File: config.mk
export PLATFORM = sky130hd
export DESIGN_NAME = mem_arbiter
export DESIGN_NICKNAME = d
export VERILOG_FILES = /design/src/rtl/mem_arbiter_pkg.sv /design/src/rtl/mem_arbiter_rr.sv /design/src/rtl/mem_arbiter.sv
export SDC_FILE = /design/constraint.sdc
export NUM_CORES = 1
export LEC_CHECK = 0
export ABC_AREA = 1
export BUFFER_PORTS_ARGS = -buffer_cell sky130_fd_sc_hd__buf_4
export CORE_UTILIZATION = 43
export DETAILED_ROUTE_END_ITERATION = 6
export PLACE_DENSITY = 0.79
export SETUP_SLACK_MARGIN = 0.4
export SYNTH_ARGS = -nofsm -noshare
export SYNTH_HDL_FRONTEND = slang
export SYNTH_SLANG_ARGS = --single-unit
File: constraint.sdc
create_clock -name clk -period 1.9 [get_ports clk]
set_input_delay 0 -clock clk [delete_from_list [all_inputs] [get_ports clk]]
set_output_delay 0 -clock clk [all_outputs]
set_load 0.1 [all_outputs]
File: src/rtl/mem_arbiter_pkg.sv
// Shared types and defaults for the two-port data-memory arbiter.
// Lock state encoding matches the ARB_* values used elsewhere in the core.
package mem_arbiter_pkg;

    localparam int DATA_WORD_SIZE   = 16;
    localparam int DATA_ADDR_SIZE   = 8;
    localparam int MEM_ARB_MAX_LOCK = 8;

    typedef logic [1:0] req_vec_t;

    typedef enum logic [1:0] {
        ARB_IDLE  = 2'd0,
        ARB_LOCK0 = 2'd1,
        ARB_LOCK1 = 2'd2
    } arb_state_t;

    function automatic arb_state_t lockStateOf(input logic idx);
        return idx ? ARB_LOCK1 : ARB_LOCK0;
    endfunction

endpackage

File: src/rtl/mem_arbiter_rr.sv
// Two-way round-robin picker: grants among masked requests and keeps the
// preferred-requester pointer, which moves to the loser after every grant.
module rr_arbiter2
    import mem_arbiter_pkg::*;
(
    input  logic     clk,
    input  logic     rst_n,
    input  req_vec_t i_req,
    input  req_vec_t i_mask,
    output req_vec_t o_gnt
);

    logic     r_ptr;
    logic     w_nextPtr;
    req_vec_t w_eligible;

    always_comb begin
        w_eligible = i_req & i_mask;
        o_gnt      = 2'b00;
        case (w_eligible)
            2'b01:   o_gnt = 2'b01;
            2'b10:   o_gnt = 2'b10;
            2'b11:   o_gnt = r_ptr ? 2'b10 : 2'b01;
            default: o_gnt = 2'b00;
        endcase
        w_nextPtr = r_ptr;
        if (o_gnt[0]) begin
            w_nextPtr = 1'b1;
        end else if (o_gnt[1]) begin
            w_nextPtr = 1'b0;
        end
    end

    always_ff @(posedge clk) begin
        if (!rst_n) begin
            r_ptr <= 1'b0;
        end else begin
            r_ptr <= w_nextPtr;
        end
    end

endmodule

File: src/rtl/mem_arbiter.sv
// Shares the single-port data bank between the CPU LSU (port 0) and the
// DMA/debug port (port 1), with round-robin fairness and bounded locking.
module mem_arbiter
    import mem_arbiter_pkg::*;
#(
    parameter int WORD_SIZE = DATA_WORD_SIZE,
    parameter int ADDR_SIZE = DATA_ADDR_SIZE,
    parameter int MAX_LOCK  = MEM_ARB_MAX_LOCK
) (
    input  logic                 clk,
    input  logic                 rst_n,
    input  logic                 r0_req,
    input  logic                 r0_we,
    input  logic                 r0_lock,
    input  logic [ADDR_SIZE-1:0] r0_addr,
    input  logic [WORD_SIZE-1:0] r0_wdata,
    output logic                 r0_gnt,
    output logic                 r0_rvalid,
    output logic [WORD_SIZE-1:0] r0_rdata,
    input  logic                 r1_req,
    input  logic                 r1_we,
    input  logic                 r1_lock,
    input  logic [ADDR_SIZE-1:0] r1_addr,
    input  logic [WORD_SIZE-1:0] r1_wdata,
    output logic                 r1_gnt,
    output logic                 r1_rvalid,
    output logic [WORD_SIZE-1:0] r1_rdata,
    output logic                 mem_w_en,
    output logic [ADDR_SIZE-1:0] mem_addr,
    output logic [WORD_SIZE-1:0] mem_d_in,
    input  logic [WORD_SIZE-1:0] mem_d_out
);

    localparam int LCNT_W = $clog2(MAX_LOCK + 1);

    arb_state_t          r_state;
    logic [LCNT_W-1:0]   r_lcnt;
    logic [1:0]          r_rvalid;
    logic [WORD_SIZE-1:0] r_rdata0;
    logic [WORD_SIZE-1:0] r_rdata1;

    req_vec_t w_req;
    req_vec_t w_weIn;
    req_vec_t w_mask;
    req_vec_t w_gnt;
    logic     w_locked;
    logic     w_owner;
    logic     w_lockExpired;
    logic     w_break;
    logic     w_anyGnt;
    logic     w_gntIdx;
    logic     w_gntLock;

    assign w_req         = {r1_req, r0_req};
    assign w_weIn        = {r1_we, r0_we};
    assign w_locked      = (r_state == ARB_LOCK0) || (r_state == ARB_LOCK1);
    assign w_owner       = (r_state == ARB_LOCK1);
    assign w_lockExpired = (r_lcnt == LCNT_W'(MAX_LOCK));

    // Reset blanks the mask so nothing, in particular no write, reaches the bank.
    always_comb begin
        w_mask  = 2'b00;
        w_break = 1'b0;
        if (rst_n) begin
            if (!w_locked) begin
                w_mask = 2'b11;
            end else if (w_lockExpired && w_req[!w_owner]) begin
                w_mask[!w_owner] = 1'b1;
                w_break          = 1'b1;
            end else begin
                w_mask[w_owner] = 1'b1;
            end
        end
    end

    rr_arbiter2 u_rr (
        .clk    (clk),
        .rst_n  (rst_n),
        .i_req  (w_req),
        .i_mask (w_mask),
        .o_gnt  (w_gnt)
    );

    assign w_anyGnt  = |w_gnt;
    assign w_gntIdx  = w_gnt[1];
    assign w_gntLock = w_gntIdx ? r1_lock : r0_lock;
    assign r0_gnt    = w_gnt[0];
    assign r1_gnt    = w_gnt[1];

    always_comb begin
        mem_w_en = 1'b0;
        mem_addr = '0;
        mem_d_in = '0;
        if (w_anyGnt) begin
            mem_w_en = w_weIn[w_gntIdx];
            mem_addr = w_gntIdx ? r1_addr : r0_addr;
            mem_d_in = w_gntIdx ? r1_wdata : r0_wdata;
        end
    end

    // The lock counter keeps running across the owner's own locked accesses,
    // which is what bounds the other requester's wait.
    always_ff @(posedge clk) begin
        if (!rst_n) begin
            r_state <= ARB_IDLE;
            r_lcnt  <= '0;
        end else begin
            case (r_state)
                ARB_LOCK0, ARB_LOCK1: begin
                    if (w_break) begin
                        r_state <= w_gntLock ? lockStateOf(w_gntIdx) : ARB_IDLE;
                        r_lcnt  <= '0;
                    end else if (w_anyGnt && !w_gntLock) begin
                        r_state <= ARB_IDLE;
                        r_lcnt  <= '0;
                    end else if (!w_lockExpired) begin
                        r_lcnt <= r_lcnt + LCNT_W'(1);
                    end
                end
                default: begin
                    r_lcnt <= '0;
                    if (w_anyGnt && w_gntLock) begin
                        r_state <= lockStateOf(w_gntIdx);
                    end else begin
                        r_state <= ARB_IDLE;
                    end
                end
            endcase
        end
    end

    always_ff @(posedge clk) begin
        if (!rst_n) begin
            r_rvalid <= 2'b00;
            r_rdata0 <= '0;
            r_rdata1 <= '0;
        end else begin
            r_rvalid <= w_gnt & ~w_weIn;
            if (w_gnt[0] && !r0_we) begin
                r_rdata0 <= mem_d_out;
            end
            if (w_gnt[1] && !r1_we) begin
                r_rdata1 <= mem_d_out;
            end
        end
    end

    assign r0_rvalid = r_rvalid[0];
    assign r1_rvalid = r_rvalid[1];
    assign r0_rdata  = r_rdata0;
    assign r1_rdata  = r_rdata1;

endmodule
==> results of run 1 <==
==> cells by family after synthesis <==
| kind of cell | count (synthesis) | synth area share |
|---|---|---|
| DFF | 41 | 0.3774 |
| AOI/OAI and AO/OA | 82 | 0.2169 |
| and+or+nand+nor | 110 | 0.2785 |
| adders and majority gates | 3 | 0.01726 |
| buffers and inverters | 47 | 0.1099 |
==> repair_timing <==
item	4_1_cts
buffers inserted	11
setup endpoints to repair	68
hold buffers	18
gates resized for setup	138
gates cloned	5
pin swaps	20
endpoints found under the hold margin	33
==> Yosys cell counts <==
library cell,n
nor2_8,2
a21oi_1,7
o21a_1,17
o21ai_0,40
buf_2,5
buf_6,4
nand4_1,4
inv_4,1
buf_12,1
nor2_2,10
nor3_1,17
nand3_1,5
inv_2,2
or2_1,1
nor2_1,40
a22o_1,5
nand3_4,2
nand2_8,1
or2_2,1
nand2_2,6
nor2_4,1
nand2_4,1
o21ai_1,13
dfxtp_1,41
nand2_1,16
buf_4,2
ha_1,3
nand3_2,3
clkbuf_1,5
inv_1,27
==> through the flow <==
stage	util	setup TNS, ps	worst slack (ps)	hold WS (ps)	cell area (um2)
2_1_floorplan	-	-2227	-260.1	116.9	2475
3_3_place_gp	0.7404	0	31.77	223.9	3543
3_5_place_dp	0.7404	-320.7	-39.06	231.8	3543
4_1_cts	0.9386	-6791	-244.2	155.5	4492
==> qor.yml, run 1 <==
numPortBuffers: 132
avgSynthCellArea_um2: 7.684
hpwl_um: 5108
synthesis.area_um2: 2175
gp_congestion: 0.7690
worstEndpointGrtRepair: "mem_d_in[4]"
placed_cells: 478
synth_top_cell_by_area: "dfxtp_1"
synth_top_cell_area_share: 0.3774
synth.distinct_cells: 30
grt_max_degree: 35
status: "did not finish"
clockBufferDepth: 2
fp.dieW_um: 73.12
initial_core_util: 0.4544
lastStage: "global routing"
cts_max_level: 2
ys_seq_area_frac: 0.3774
synth-seq-cells: 41
yosysWarnings: 0
cts_buffers: 5
synthTopCellsByArea: "dfxtp_1 38%, o21ai_0 9.2%, nor2_1 6.9%, o21a_1 5.9%, inv_1 4.7%"
worstEndpointType: "output port"
stop_error: "[ERROR DPL-0038] Utilization greater than 100%, impossible to legalize"
clkSinkCount: 41
die_h_um: 73.12
io-pin-count: 133
ctsRootBufferMaster: "clkbuf_8"
postSynthCellCount: 283
synthesis.nets: 358
rows: 25
==> inputs of run 2 (changes only) <==
Settings changed: CORE_UTILIZATION 43 to 40, PLACE_DENSITY 0.79 to default, PLACE_DENSITY_LB_ADDON from default to 0.15, SETUP_SLACK_MARGIN 0.4 to default.
==> qor.yml, run 2 <==
status: "finished with violations"  # was did not finish
violations: "negative setup slack"
worstSetupStartpointType: "flop"
final_cell_mix: "125 x buf_4, 37 x dfxtp_1, 33 x nor2_1"
grt_antenna_before_repair: 0
clk_pin_slew_ps: 80
path_cells: "inv_2, ha_4, nand2_1, nand2_4, buf_6, nand3_1, nand3_1, nand2_2, nand2_8, buf_12, o21a_1, o21ai_4, clkinvlp_4, buf_12"
post-synth-top-count-cell: "dfxtp_1"  # unchanged
r2r_setup_slack_ps: -450
final_cells: 535
yosysWarnings: 0  # unchanged
cts_buffers: 5  # unchanged
vias: 3172
holdPathEnd: "r_rvalid[0]"
slew_headroom: 0.7539
grt_pass1_wl_um: 13260
rows: 26  # was 25
placed_cells: 479  # was 478
maxCapViolCount: 0
layout_commonest_cell: "buf_4"
critical_path.max_fanout: 8
synthTopCellsByArea: "dfxtp_1 38%, o21ai_0 9.2%, nor2_1 6.9%, o21a_1 5.9%, inv_1 4.7%"  # unchanged
grt_overflow: 0
fin_util: 0.9250
synth_top_cell_area_share: 0.3774  # unchanged
cts_max_level: 2  # unchanged
dieArea_um2: 5735
fin_area_um2: 4785
worst-endpoint-arrival_ps: 2460
clkSinkCount: 41  # unchanged
leakage_nw: 2.067
fin_skew_ps: 8.856
criticalPathCategory: "reg2out"
yosys.area_share.simple: 0.2785  # unchanged
ant_nets: 0
synth_xor_area_frac: 0  # unchanged
rsz0062_at_grt: "true"
reg2regPathDepth: 17
synth_top_family_by_area: "simple AND/OR/NAND/NOR gates"  # unchanged
drt-initial-drc-count: 232
r2r-start: "r_state[0]"
clockBufferDepth: 2  # unchanged
end_kind: "output port"
drc: 0
die_h_um: 75.73  # was 73.12 um
ir_worst_vdd_v: 0.0005715
nNetsFinal: 540
synth_top_cell_by_area: "dfxtp_1"  # unchanged
fin_hold_ws_ps: 64.79
ys_seq_area_frac: 0.3774  # unchanged
powerDensity_nw_per_um2: 748.5
wl_per_cell_um: 24.00
synthesis.area_um2: 2175  # unchanged
worst_slack_ps: -562.6
via_per_inst: 5.929
initial_core_util: 0.4204  # was 0.4544
layout-drive-gt1-share: 0.6043
dr.pass1.iters: 5
coreArea_um2: 5172
holdPathStages: 3
hpwl_um: 4760  # was 5108 um
synth_mux_area_frac: 0  # unchanged
yosys.area_share.adder: 0.01726  # unchanged
setup_viol: 68
slew_violations: 0
max_freq_mhz: 406.1
reg2reg_to: "r0_rdata[7]"
io-pin-count: 133  # unchanged
hp-class: "in2reg"
synth-seq-cells: 41  # unchanged
min_period_over_period: 1.296
required_ps: 1900
gp_congestion: 0.7877  # was 0.7690
hp-start: "r0_we"
dpl-instance-area_um2: 3450  # was 3543 um2
grt_pass1_vias: 2700
wirelength_um: 12840
grt_use_total: 0.3155
synth_compound_area_frac: 0.2169  # unchanged
synth-edff-count: 0  # unchanged
synth_common_cells: "41 x dfxtp_1, 40 x nor2_1, 40 x o21ai_0"  # unchanged
finalHoldViolations: 0
max_stage_delay_ps: 330
area_growth_syn_to_layout_pct: 120.0
avgSynthCellArea_um2: 7.684  # unchanged
n_antenna_cell: 0
period_needed_ps: 2463
synthesis.nets: 358  # unchanged
synth_flop_cell: "dfxtp_1"  # unchanged
async_flop_share: 0  # unchanged
tightest_slew_ps: 365.3
postSynthCellCount: 283  # unchanged
ctsRootBufferMaster: "clkbuf_8"  # unchanged
clkLatencyLatePin_ps: 290
synth.distinct_cells: 30  # unchanged
fp.dieW_um: 75.73  # was 73.12 um
startpoint: "r_state[0]"
numPortBuffers: 132  # unchanged
cts_tree: "built"
grt_max_degree: 35
crit_slowest_cell: "dfxtp_2"
## run 2: logic make-up (layout without fill, tap and decap cells)
family | Yosys count | count (layout)
adders and majority gates | 3 | 3
AOI/OAI and AO/OA | 82 | 82
buffers and inverters | 47 | 228
and+or+nand+nor | 110 | 111
DFF | 41 | 41
## run 2: worst max-delay path: cells and delay by family (launching register included)
kind / cells / cell delay (ps)
and+or+nand+nor: 6 / 640
AOI/OAI and AO/OA: 2 / 390
buffers and inverters: 5 / 590
DFF: 1 / 330
adders and majority gates: 1 / 180
## run 2: what timing repair did
action	in CTS	in global routing
cloned	4	3
hold buffers	17	0
setup buffers	18	8
hold endpoints to repair	33	0
pin swaps	16	18
gates resized for setup	123	52
setup endpoints to repair	36	68
## run 2: final cells by class
cell class                 count  area [um2]
tap                           70       87.58
timing repair buffer         191        2024
inverter                      30       180.2
clock buffer                   6       82.58
multi-input combinational    196        1577
sequential                    41       825.8
clock inverter                 1       7.507
fill                         180       387.9
## run 2: worst max path at each step
| stage | endpoint | cells after the start |
|---|---|---|
| after floorplan | mem_w_en | 13 |
| after global placement | mem_addr[3] | 12 |
| after detailed placement | mem_addr[3] | 14 |
| after CTS | mem_addr[3] | 15 |
| after global routing | mem_d_in[14] | 14 |
| final | mem_addr[4] | 14 |
## run 2: per-stage QoR
step                power [mW]  setup slack (ps)  setup TNS, ps
finish                   3.581            -562.6         -24710
detailed placement       2.447            -35.20         -414.0
global route             3.676            -703.9         -35080
CTS                      3.365            -276.6          -7864
global placement         2.435             31.34              0
floorplan                2.086            -260.1          -2105
## run 2: where the power goes
part | internal (mW) | total, mW | leakage, nW | switching [mW]
Sequential | 0.916 | 0.950 | 0.337 | 0.0343
Combinational | 0.708 | 2.05 | 1.69 | 1.34
Clock | 0.287 | 0.579 | 0.0433 | 0.291
Total | 1.91 | 3.58 | 2.07 | 1.67
## run 2: routing by layer
metal | GRT usage | share of wire | up-vias
met5 | 0 | 0 | -
met4 | 0.1461 | 0.063 | 0
met3 | 0.06481 | 0.11 | 74
met2 | 0.5923 | 0.49 | 268
met1 | 0.3374 | 0.33 | 1521
li1 | - | - | 1309
Power figures use the tool's default switching activity.
